<file path="src/rtl/rename_pkg.sv">
// Shared helpers for the rename stage: index-width derivation, the reset
// architectural-to-physical mapping and the free-list search.
package rename_pkg;

    // Widest free bitmap the search function handles.
    localparam int MAX_PREGS = 256;

    function automatic int idx_w(input int n);
        int w;
        w = 1;
        for (int i = 1; i < 31; i++)
            if ((1 << i) < n) w = i + 1;
        return w;
    endfunction

    function automatic int arch_w(input int arch_regs);
        return idx_w(arch_regs);
    endfunction

    function automatic int phys_w(input int phys_regs);
        return idx_w(phys_regs);
    endfunction

    // Out of reset, architectural register a lives in physical register a.
    function automatic int reset_map(input int areg);
        return areg;
    endfunction

    // Preg 0 is never free, so 0 doubles as the "nothing free" answer.
    function automatic int lowest_set(input logic [MAX_PREGS-1:0] bits);
        int idx;
        idx = 0;
        for (int i = MAX_PREGS - 1; i >= 0; i--)
            if (bits[i]) idx = i;
        return idx;
    endfunction

endpackage

</file>
<file path="src/rtl/rename_unit_if.sv">
// Decode-side, dispatch-side and ROB-retire signals of the rename stage.
interface rename_unit_if
    import rename_pkg::*;
#(
    parameter int ARCH_REGS = 32,
    parameter int PHYS_REGS = 64,
    parameter int RETIRE_W  = 2
);
    localparam int AW = arch_w(ARCH_REGS);
    localparam int PW = phys_w(PHYS_REGS);

    logic                   in_valid;
    logic                   in_ready;
    logic [AW-1:0]          sr1;
    logic [AW-1:0]          sr2;
    logic [AW-1:0]          dr;
    logic                   dr_we;
    logic                   has_imm;
    logic [31:0]            imm;
    logic                   out_valid;
    logic                   out_ready;
    logic [PW-1:0]          sr1_p;
    logic [PW-1:0]          sr2_p;
    logic [PW-1:0]          dr_p;
    logic [PW-1:0]          old_dr_p;
    logic                   dr_alloc;
    logic [31:0]            imm_o;
    logic                   stall;
    logic [RETIRE_W-1:0]    retire_valid;
    logic [RETIRE_W*AW-1:0] retire_areg;
    logic [RETIRE_W*PW-1:0] retire_new_preg;
    logic [RETIRE_W*PW-1:0] retire_old_preg;
    logic                   flush;
    logic [PW:0]            free_count;

    modport master (
        output in_valid, sr1, sr2, dr, dr_we, has_imm, imm, out_ready,
               retire_valid, retire_areg, retire_new_preg, retire_old_preg, flush,
        input  in_ready, out_valid, sr1_p, sr2_p, dr_p, old_dr_p, dr_alloc,
               imm_o, stall, free_count
    );

    modport slave (
        input  in_valid, sr1, sr2, dr, dr_we, has_imm, imm, out_ready,
               retire_valid, retire_areg, retire_new_preg, retire_old_preg, flush,
        output in_ready, out_valid, sr1_p, sr2_p, dr_p, old_dr_p, dr_alloc,
               imm_o, stall, free_count
    );

endinterface

</file>
<file path="src/rtl/rename_unit_preg_free_list.sv">
// Speculative and committed physical-register free bitmaps with a
// lowest-index allocator, per-lane retire frees and single-cycle flush restore.
module preg_free_list
    import rename_pkg::*;
#(
    parameter int ARCH_REGS = 32,
    parameter int PHYS_REGS = 64,
    parameter int RETIRE_W  = 2,
    localparam int PW = phys_w(PHYS_REGS)
) (
    input  logic                   clk,
    input  logic                   rstn,
    input  logic                   alloc_en,
    output logic [PW-1:0]          alloc_preg,
    input  logic [RETIRE_W-1:0]    retire_valid,
    input  logic [RETIRE_W*PW-1:0] retire_new_preg,
    input  logic [RETIRE_W*PW-1:0] retire_old_preg,
    input  logic                   flush,
    output logic [PW:0]            free_count
);

    logic [PHYS_REGS-1:0] spec_free_q;
    logic [PHYS_REGS-1:0] spec_free_nxt;
    logic [PHYS_REGS-1:0] cmt_free_q;
    logic [PHYS_REGS-1:0] cmt_free_nxt;
    logic [PW:0]          free_cnt_q;
    logic [PW:0]          free_cnt_nxt;

    function automatic logic [PHYS_REGS-1:0] reset_free();
        logic [PHYS_REGS-1:0] r;
        for (int i = 0; i < PHYS_REGS; i++)
            r[i] = (i >= ARCH_REGS);
        return r;
    endfunction

    assign alloc_preg = PW'(lowest_set(MAX_PREGS'(spec_free_q)));
    assign free_count = free_cnt_q;

    // Lanes apply in order so a later lane's clear wins over an earlier set.
    always_comb begin
        spec_free_nxt = spec_free_q;
        cmt_free_nxt  = cmt_free_q;
        if (alloc_en) spec_free_nxt[alloc_preg] = 1'b0;
        for (int k = 0; k < RETIRE_W; k++) begin
            if (retire_valid[k]) begin
                spec_free_nxt[retire_old_preg[k*PW +: PW]] = 1'b1;
                cmt_free_nxt[retire_old_preg[k*PW +: PW]]  = 1'b1;
                cmt_free_nxt[retire_new_preg[k*PW +: PW]]  = 1'b0;
            end
        end
        if (flush) spec_free_nxt = cmt_free_nxt;
        spec_free_nxt[0] = 1'b0;
        cmt_free_nxt[0]  = 1'b0;
        free_cnt_nxt = '0;
        for (int i = 0; i < PHYS_REGS; i++)
            free_cnt_nxt = free_cnt_nxt + (PW+1)'(spec_free_nxt[i]);
    end

    always_ff @(posedge clk or negedge rstn) begin
        if (!rstn) begin
            spec_free_q <= reset_free();
            cmt_free_q  <= reset_free();
            free_cnt_q  <= (PW+1)'(PHYS_REGS - ARCH_REGS);
        end else begin
            spec_free_q <= spec_free_nxt;
            cmt_free_q  <= cmt_free_nxt;
            free_cnt_q  <= free_cnt_nxt;
        end
    end

endmodule

</file>
<file path="src/rtl/rename_unit.sv">
// Register rename stage: speculative/committed RATs, one rename per cycle
// into a registered output slot, retire-driven commit and flush restore.
module rename_unit
    import rename_pkg::*;
#(
    parameter int ARCH_REGS = 32,
    parameter int PHYS_REGS = 64,
    parameter int RETIRE_W  = 2
) (
    input logic          clk,
    input logic          rstn,
    rename_unit_if.slave rn
);

    localparam int AW = arch_w(ARCH_REGS);
    localparam int PW = phys_w(PHYS_REGS);

    logic [PW-1:0] spec_rat_q  [ARCH_REGS];
    logic [PW-1:0] cmt_rat_q   [ARCH_REGS];
    logic [PW-1:0] cmt_rat_nxt [ARCH_REGS];

    logic          need_alloc;
    logic          in_ready;
    logic          fire;
    logic          alloc_en;
    logic [PW-1:0] alloc_preg;
    logic [PW:0]   free_count;

    logic          vld_p1;
    logic [PW-1:0] sr1_preg_p1;
    logic [PW-1:0] sr2_preg_p1;
    logic [PW-1:0] dr_preg_p1;
    logic [PW-1:0] old_preg_p1;
    logic          alloc_p1;
    logic [31:0]   imm_p1;

    preg_free_list #(
        .ARCH_REGS (ARCH_REGS),
        .PHYS_REGS (PHYS_REGS),
        .RETIRE_W  (RETIRE_W)
    ) u_free_list (
        .clk             (clk),
        .rstn            (rstn),
        .alloc_en        (alloc_en),
        .alloc_preg      (alloc_preg),
        .retire_valid    (rn.retire_valid),
        .retire_new_preg (rn.retire_new_preg),
        .retire_old_preg (rn.retire_old_preg),
        .flush           (rn.flush),
        .free_count      (free_count)
    );

    assign need_alloc = rn.dr_we & (rn.dr != '0);
    assign in_ready   = ~rn.flush & (~vld_p1 | rn.out_ready) & ((free_count != '0) | ~need_alloc);
    assign fire       = rn.in_valid & in_ready;
    assign alloc_en   = fire & need_alloc;

    // Retire lanes in order; x0 keeps its hard-wired mapping.
    always_comb begin
        cmt_rat_nxt = cmt_rat_q;
        for (int k = 0; k < RETIRE_W; k++)
            if (rn.retire_valid[k] && (rn.retire_areg[k*AW +: AW] != '0))
                cmt_rat_nxt[rn.retire_areg[k*AW +: AW]] = rn.retire_new_preg[k*PW +: PW];
    end

    always_ff @(posedge clk or negedge rstn) begin
        if (!rstn) begin
            for (int a = 0; a < ARCH_REGS; a++) begin
                spec_rat_q[a] <= PW'(reset_map(a));
                cmt_rat_q[a]  <= PW'(reset_map(a));
            end
        end else begin
            cmt_rat_q <= cmt_rat_nxt;
            if (rn.flush)
                spec_rat_q <= cmt_rat_nxt;
            else if (alloc_en)
                spec_rat_q[rn.dr] <= alloc_preg;
        end
    end

    // ---- rename output stage (p1) ----
    always_ff @(posedge clk or negedge rstn) begin
        if (!rstn) begin
            vld_p1      <= 1'b0;
            sr1_preg_p1 <= '0;
            sr2_preg_p1 <= '0;
            dr_preg_p1  <= '0;
            old_preg_p1 <= '0;
            alloc_p1    <= 1'b0;
            imm_p1      <= '0;
        end else begin
            if (rn.flush)
                vld_p1 <= 1'b0;
            else if (fire)
                vld_p1 <= 1'b1;
            else if (rn.out_ready)
                vld_p1 <= 1'b0;
            if (fire) begin
                sr1_preg_p1 <= spec_rat_q[rn.sr1];
                sr2_preg_p1 <= rn.has_imm ? '0 : spec_rat_q[rn.sr2];
                old_preg_p1 <= spec_rat_q[rn.dr];
                dr_preg_p1  <= need_alloc ? alloc_preg : spec_rat_q[rn.dr];
                alloc_p1    <= need_alloc;
                imm_p1      <= rn.imm;
            end
        end
    end

    assign rn.in_ready   = in_ready;
    assign rn.stall      = rn.in_valid & ~in_ready;
    assign rn.out_valid  = vld_p1;
    assign rn.sr1_p      = sr1_preg_p1;
    assign rn.sr2_p      = sr2_preg_p1;
    assign rn.dr_p       = dr_preg_p1;
    assign rn.old_dr_p   = old_preg_p1;
    assign rn.dr_alloc   = alloc_p1;
    assign rn.imm_o      = imm_p1;
    assign rn.free_count = free_count;

endmodule

</file>
<file path="src/flat_wrapper.sv">
// flat-port wrapper written by rule: the top's interface ports become plain ports
module rename_unit_flat import rename_pkg::*;
#(
    parameter int ARCH_REGS = 32,
    parameter int PHYS_REGS = 64,
    parameter int RETIRE_W  = 2
)
  (clk, rstn, rn_in_valid, rn_sr1, rn_sr2, rn_dr, rn_dr_we, rn_has_imm, rn_imm, rn_out_ready, rn_retire_valid, rn_retire_areg, rn_retire_new_preg, rn_retire_old_preg, rn_flush, rn_in_ready, rn_out_valid, rn_sr1_p, rn_sr2_p, rn_dr_p, rn_old_dr_p, rn_dr_alloc, rn_imm_o, rn_stall, rn_free_count);
  rename_unit_if #(.ARCH_REGS(ARCH_REGS), .PHYS_REGS(PHYS_REGS), .RETIRE_W(RETIRE_W)) rn_i ();
  input logic clk;
  input logic rstn;
  input wire logic [$bits(rn_i.in_valid)-1:0] rn_in_valid;
  input wire logic [$bits(rn_i.sr1)-1:0] rn_sr1;
  input wire logic [$bits(rn_i.sr2)-1:0] rn_sr2;
  input wire logic [$bits(rn_i.dr)-1:0] rn_dr;
  input wire logic [$bits(rn_i.dr_we)-1:0] rn_dr_we;
  input wire logic [$bits(rn_i.has_imm)-1:0] rn_has_imm;
  input wire logic [$bits(rn_i.imm)-1:0] rn_imm;
  input wire logic [$bits(rn_i.out_ready)-1:0] rn_out_ready;
  input wire logic [$bits(rn_i.retire_valid)-1:0] rn_retire_valid;
  input wire logic [$bits(rn_i.retire_areg)-1:0] rn_retire_areg;
  input wire logic [$bits(rn_i.retire_new_preg)-1:0] rn_retire_new_preg;
  input wire logic [$bits(rn_i.retire_old_preg)-1:0] rn_retire_old_preg;
  input wire logic [$bits(rn_i.flush)-1:0] rn_flush;
  output wire logic [$bits(rn_i.in_ready)-1:0] rn_in_ready;
  output wire logic [$bits(rn_i.out_valid)-1:0] rn_out_valid;
  output wire logic [$bits(rn_i.sr1_p)-1:0] rn_sr1_p;
  output wire logic [$bits(rn_i.sr2_p)-1:0] rn_sr2_p;
  output wire logic [$bits(rn_i.dr_p)-1:0] rn_dr_p;
  output wire logic [$bits(rn_i.old_dr_p)-1:0] rn_old_dr_p;
  output wire logic [$bits(rn_i.dr_alloc)-1:0] rn_dr_alloc;
  output wire logic [$bits(rn_i.imm_o)-1:0] rn_imm_o;
  output wire logic [$bits(rn_i.stall)-1:0] rn_stall;
  output wire logic [$bits(rn_i.free_count)-1:0] rn_free_count;
  assign rn_i.in_valid = rn_in_valid;
  assign rn_i.sr1 = rn_sr1;
  assign rn_i.sr2 = rn_sr2;
  assign rn_i.dr = rn_dr;
  assign rn_i.dr_we = rn_dr_we;
  assign rn_i.has_imm = rn_has_imm;
  assign rn_i.imm = rn_imm;
  assign rn_i.out_ready = rn_out_ready;
  assign rn_i.retire_valid = rn_retire_valid;
  assign rn_i.retire_areg = rn_retire_areg;
  assign rn_i.retire_new_preg = rn_retire_new_preg;
  assign rn_i.retire_old_preg = rn_retire_old_preg;
  assign rn_i.flush = rn_flush;
  assign rn_in_ready = rn_i.in_ready;
  assign rn_out_valid = rn_i.out_valid;
  assign rn_sr1_p = rn_i.sr1_p;
  assign rn_sr2_p = rn_i.sr2_p;
  assign rn_dr_p = rn_i.dr_p;
  assign rn_old_dr_p = rn_i.old_dr_p;
  assign rn_dr_alloc = rn_i.dr_alloc;
  assign rn_imm_o = rn_i.imm_o;
  assign rn_stall = rn_i.stall;
  assign rn_free_count = rn_i.free_count;
  rename_unit #(.ARCH_REGS(ARCH_REGS), .PHYS_REGS(PHYS_REGS), .RETIRE_W(RETIRE_W)) u_core (.clk(clk), .rstn(rstn), .rn(rn_i));
endmodule
</file>
<file path="config.mk">
export PLATFORM = sky130hd
export DESIGN_NAME = rename_unit_flat
export DESIGN_NICKNAME = d
export VERILOG_FILES = /design/src/rtl/rename_pkg.sv /design/src/rtl/rename_unit_if.sv /design/src/rtl/rename_unit_preg_free_list.sv /design/src/rtl/rename_unit.sv /design/src/flat_wrapper.sv
export SDC_FILE = /design/constraint.sdc
export NUM_CORES = 2
export LEC_CHECK = 0
export CORE_UTILIZATION = 60
export CTS_BUF_LIST = sky130_fd_sc_hd__clkbuf_8
export DETAILED_ROUTE_END_ITERATION = 7
export HOLD_SLACK_MARGIN = 0.15
export MAX_ROUTING_LAYER = met4
export PLACE_DENSITY = 0.79
export REMOVE_ABC_BUFFERS = 1
export SLEW_MARGIN = 10
export SYNTH_ARGS = -nofsm -noshare
export SYNTH_HDL_FRONTEND = slang
export SYNTH_SLANG_ARGS = --single-unit
</file>
<file path="constraint.sdc">
create_clock -name clk -period 20.6 [get_ports clk]
set_input_delay 4.12 -clock clk [delete_from_list [all_inputs] [get_ports clk]]
set_output_delay 4.12 -clock clk [all_outputs]
set_load 0.02 [all_outputs]
</file>
==> impl.org <==
** Placed design
- DP Wirelength :: about 96,000 um
- Minimum setup slack after placement :: 7.252 ns
- Placed instance count :: about 4,100
- I/O Buffers :: 156
- Placer congestion estimate :: 1.066

** Setup path
- Startpoint kind of the worst setup timing path :: primary input
- Among all stages on the critical path, the largest delay is contributed by sky130_fd_sc_hd__o311ai_0.
- Data required time at the worst endpoint :: 21.27 ns
- Data on the critical path arrives at its endpoint at 13.50 ns.
- Counting stages on the worst path, the most repeated cell is sky130_fd_sc_hd__fa_1.
- STA classifies the critical path endpoint as a flop.
- Of all nets on the critical path, the largest fanout is 16.
- The kind of cell with the highest combined delay along the critical path is adder cells.
- Slowest Stage Delay on Critical Path :: 0.73 ns
- Critical setup path kind :: in -> reg
- Counting both buffers and inverters, the worst setup path holds a total of 6.

** Timing
- The count of endpoints failing hold in the final timing report came to 0.
- Final hold analysis gives a worst-case slack of between 0.3 and 0.4 ns.
- Setup repair after global routing left no endpoint under its margin.
- Setup TNS after final layout :: 0 ns
- Max_slew headroom :: 9.802%
- Count of pins over their slew limit :: 0
- Final setup violation count :: 0
- Clock skew on the completed layout was measured at 0.03320 ns.
- Slew at the pin with the worst max-slew slack :: around 1.4 ns
- For this run, the top clock speed supported by timing is 77.92 MHz.
- The worst path meets setup with between 7 and 8 ns of slack.
- After layout, the minimum clock period comes to approximately 13 ns.
- The worst path uses 62.30% of the clock period.

** Clocking
- Counting along the longest clock path gives a buffer depth of 3.
- TritonCTS built the clock tree.
- CTS H-tree depth :: 3
- Root buffer cell :: sky130_fd_sc_hd__clkbuf_8
- Sink Count :: around 580
- Post-cts sizing count :: 0
- Total setup buffers inserted after CTS :: 0
- Post-CTS clock slew at the launch and capture registers of the worst setup and hold paths :: roughly 0.060 ns
- For the worst-skew pair, the clock arrives at the later sink with an insertion delay of 0.75 ns.
- Number of hold-repair buffers added at the cts stage :: 0
- CTS Buf Count :: 98

** Drt
- Routed via count divided by cell count :: 7.415
- Detailed-route DRC error count :: 0
- Overall via count from detail_route :: 31,581
- DR WL/cell :: 32.72 um
- After the first detailed-routing iteration, the DRC count stood at 4,811.
- In this run the remaining antenna-violating nets after routing total 0.
- Overall routed net length :: 139,400 um
- First-pass detailed-route iteration total :: 8

** Global routing
- GRT Resource Usage Total :: 49.28%
- For met3 alone, demand over resource in global routing was 16.65%.
- Largest net degree at the start of global routing :: 170
- Met2 usage in global routing :: 68.31%
- For met1 alone, demand over resource in global routing was 62.06%.
- Initial antenna violation count :: 6
- The layer flagged by global routing as most heavily used is met2.
- Congestion Overflow GR :: 0
- The first global-routing pass estimated 204,600 um of wire.
- The number of global-route vias before repair was 30,528.

** Run
- Across the run, the number of max-cap violations was 0.

** Yosys
- Mean cell area of the mapped netlist :: about 10 um2
- Synthesis handed over a netlist of roughly 3,400 instances.
- The top cell type by area accounts for 25.44% of the synthesized area.
- Library cell with the largest summed area after synthesis :: sky130_fd_sc_hd__dfrtp_1
- Proportion of register bits with asynchronous set or reset after synthesis :: 100.0%
- Largest cells by area after synthesis :: sky130_fd_sc_hd__dfrtp_1 25%, sky130_fd_sc_hd__dfstp_2 17%, sky130_fd_sc_hd__mux4_2 11%
- The mapped netlist covers about 34,000 um2.
- For this run, the number of Yosys warnings is 0.
- Distinct cell type count of the synthesized netlist :: 89
- Sequential elements use 42.61% of the synthesized area.
- Main flop type after synthesis :: sky130_fd_sc_hd__dfrtp_1
- Post-synthesis sequential element count :: 575
- The synthesized design contains 0 enable-type register cells.

** Die
- Core area :: 56,500 um2
- Vert. Die Dim :: 241.6 um
- Die width :: ~240 um
- Number of placement rows :: 87
- Full die area :: 58,350 um2
- For this configuration, the core starts out at a cell density of between 60% and 70%.
- For this design the top-level I/O count stands at 157.

** Layout
- Final cell utilization of the core :: between 60% and 70%
- Area added between synthesis and finish :: 11.53%
- After filler insertion, the fill cell instance count of the layout stands at between 4,000 and 5,000.
- Fraction of layout cells with a size suffix above 1 :: 19.59%
- At the end of the flow, the number of nets in the layout was 3,571.
- Summing all multi-input logic gate instances after layout gives 18,510 um2.
- Flip-flop and latch area :: 14,670 um2
- For this run, the number of standard cells in the final layout without fillers is approximately 4,300.

** Power and ir drop
- In this run the power density over the cells is about 180 nW/um2.
- Pleak :: 15.48 nW
- The worst-case IR drop observed on VDD is 1.863 mV.

** Hold path
- The min-delay analysis places its worst path in the category reg -> reg.

** Run status
- Result of the run :: finished, final reports clean
-- layout by cell type (no fill, tap or decap), drive strengths merged, types with 15 or more instances in the layout --
cell type / n
ha: 15
buf: 79
nand3b: 24
mux2i: 193
nor3b: 15
nand2b: 22
clkbuf: 120
nand3: 24
inv: 132
a31oi: 21
fa: 53
o22a: 47
nand2: 327
mux4: 168
nor2b: 18
o21ai: 176
or3: 32
a22oi: 58
o311ai: 16
or3b: 16
a21oi: 190
dfrtp: 350
nor3: 32
a221o: 155
o22ai: 71
or2: 15
dfstp: 225
nor2: 491
clkdlybuf4s50: 136
o21a: 18
nor4: 31
-- worst paths after layout --
check	from	endpoint	slack (ns)	depth (start not counted)
max in group asynchronous	rstn	u_core.cmt_rat_q[6]	14.10	4
min in group asynchronous	rstn	u_core.cmt_rat_q[148]	3.45	1
worst min-delay path	u_core.cmt_rat_q[191]	u_core.cmt_rat_q[191]	0.38	0
worst min register to register	u_core.cmt_rat_q[191]	u_core.cmt_rat_q[191]	0.38	0
worst max register to register	u_core.u_free_list.spec_free_q[27]	u_core.u_free_list.free_count[6]	10.72	26
worst max-delay path	rn_dr[4]	u_core.u_free_list.free_count[6]	7.77	27
-- metal layers --
layer,vias up,share of wire (%)
li1,12647,-
met1,15471,34
met2,2748,42
met3,715,15
met4,0,8.0
met5,-,0
-- power breakdown --
| group | internal, mW | switching [mW] | total, mW |
|---|---|---|---|
| logic | 1.82 | 2.19 | 4.01 |
| clock network | 0.545 | 0.512 | 1.06 |
| registers | 1.56 | 0.225 | 1.79 |
-- per-stage QoR --
step / area, um2 / power (mW)
4_1_cts: 38390 / 6.808
3_3_place_gp: 36390 / 5.560
5_1_grt: 38400 / 7.433
2_1_floorplan: 33400 / 4.588
6_report: 38400 / 6.857
3_5_place_dp: 36390 / 5.761
-- final cells by class --
type	instances	share of cell area (%)
repair buffers	215	5.063
multi-input cells	2438	48.20
flip-flops and latches	575	38.20
diodes	7	0.04561
clock inverters	63	0.8927
clock buffers	120	4.301
inverters	85	0.8308
well taps	756	2.463
-- cells in the mapped netlist, drive strengths merged (12+ instances only) --
cell type / instances
or4: 12
a22oi: 58
fa: 53
nor3: 32
dfrtp: 350
nand2: 327
nand3: 24
nand3b: 24
ha: 15
or3b: 16
a22o: 12
dfstp: 225
mux2: 12
or2: 15
a31oi: 21
mux4: 168
or3: 32
buf: 51
nor2: 491
o22a: 47
o311ai: 16
o21ai: 176
clkbuf: 220
a221o: 155
o21a: 18
mux2i: 193
nor3b: 15
nor4: 31
o31ai: 12
o311a: 14
inv: 85
nand2b: 22
o22ai: 71
nor2b: 18
a21oi: 190
-- state kept, by name, summed over array words and instances, names as in the netlist --
signal,flops
u_core.rn.old_dr_p,6
u_core.rn.sr1_p,6
u_core.rn.imm_o,32
u_core.rn.sr2_p,6
u_core.spec_rat_q,192
u_core.rn.dr_p,6
u_core.u_free_list.spec_free_q,63
u_core.cmt_rat_q,192
u_core.rn.dr_alloc,1
u_core.rn.out_valid,1
u_core.u_free_list.free_count,7
u_core.u_free_list.cmt_free_q,63
-- cell families after synthesis --
group,synth area share (%)
XOR/XNOR,0.1018
AO/OA/AOI/OAI,18.07
multiplexers,16.99
AND/OR/NAND/NOR,14.67
flip-flops,42.61
adder cells (fa/ha/maj),3.626
buffers and inverters,3.935
No activity file was read; power rests on OpenSTA's default activity.
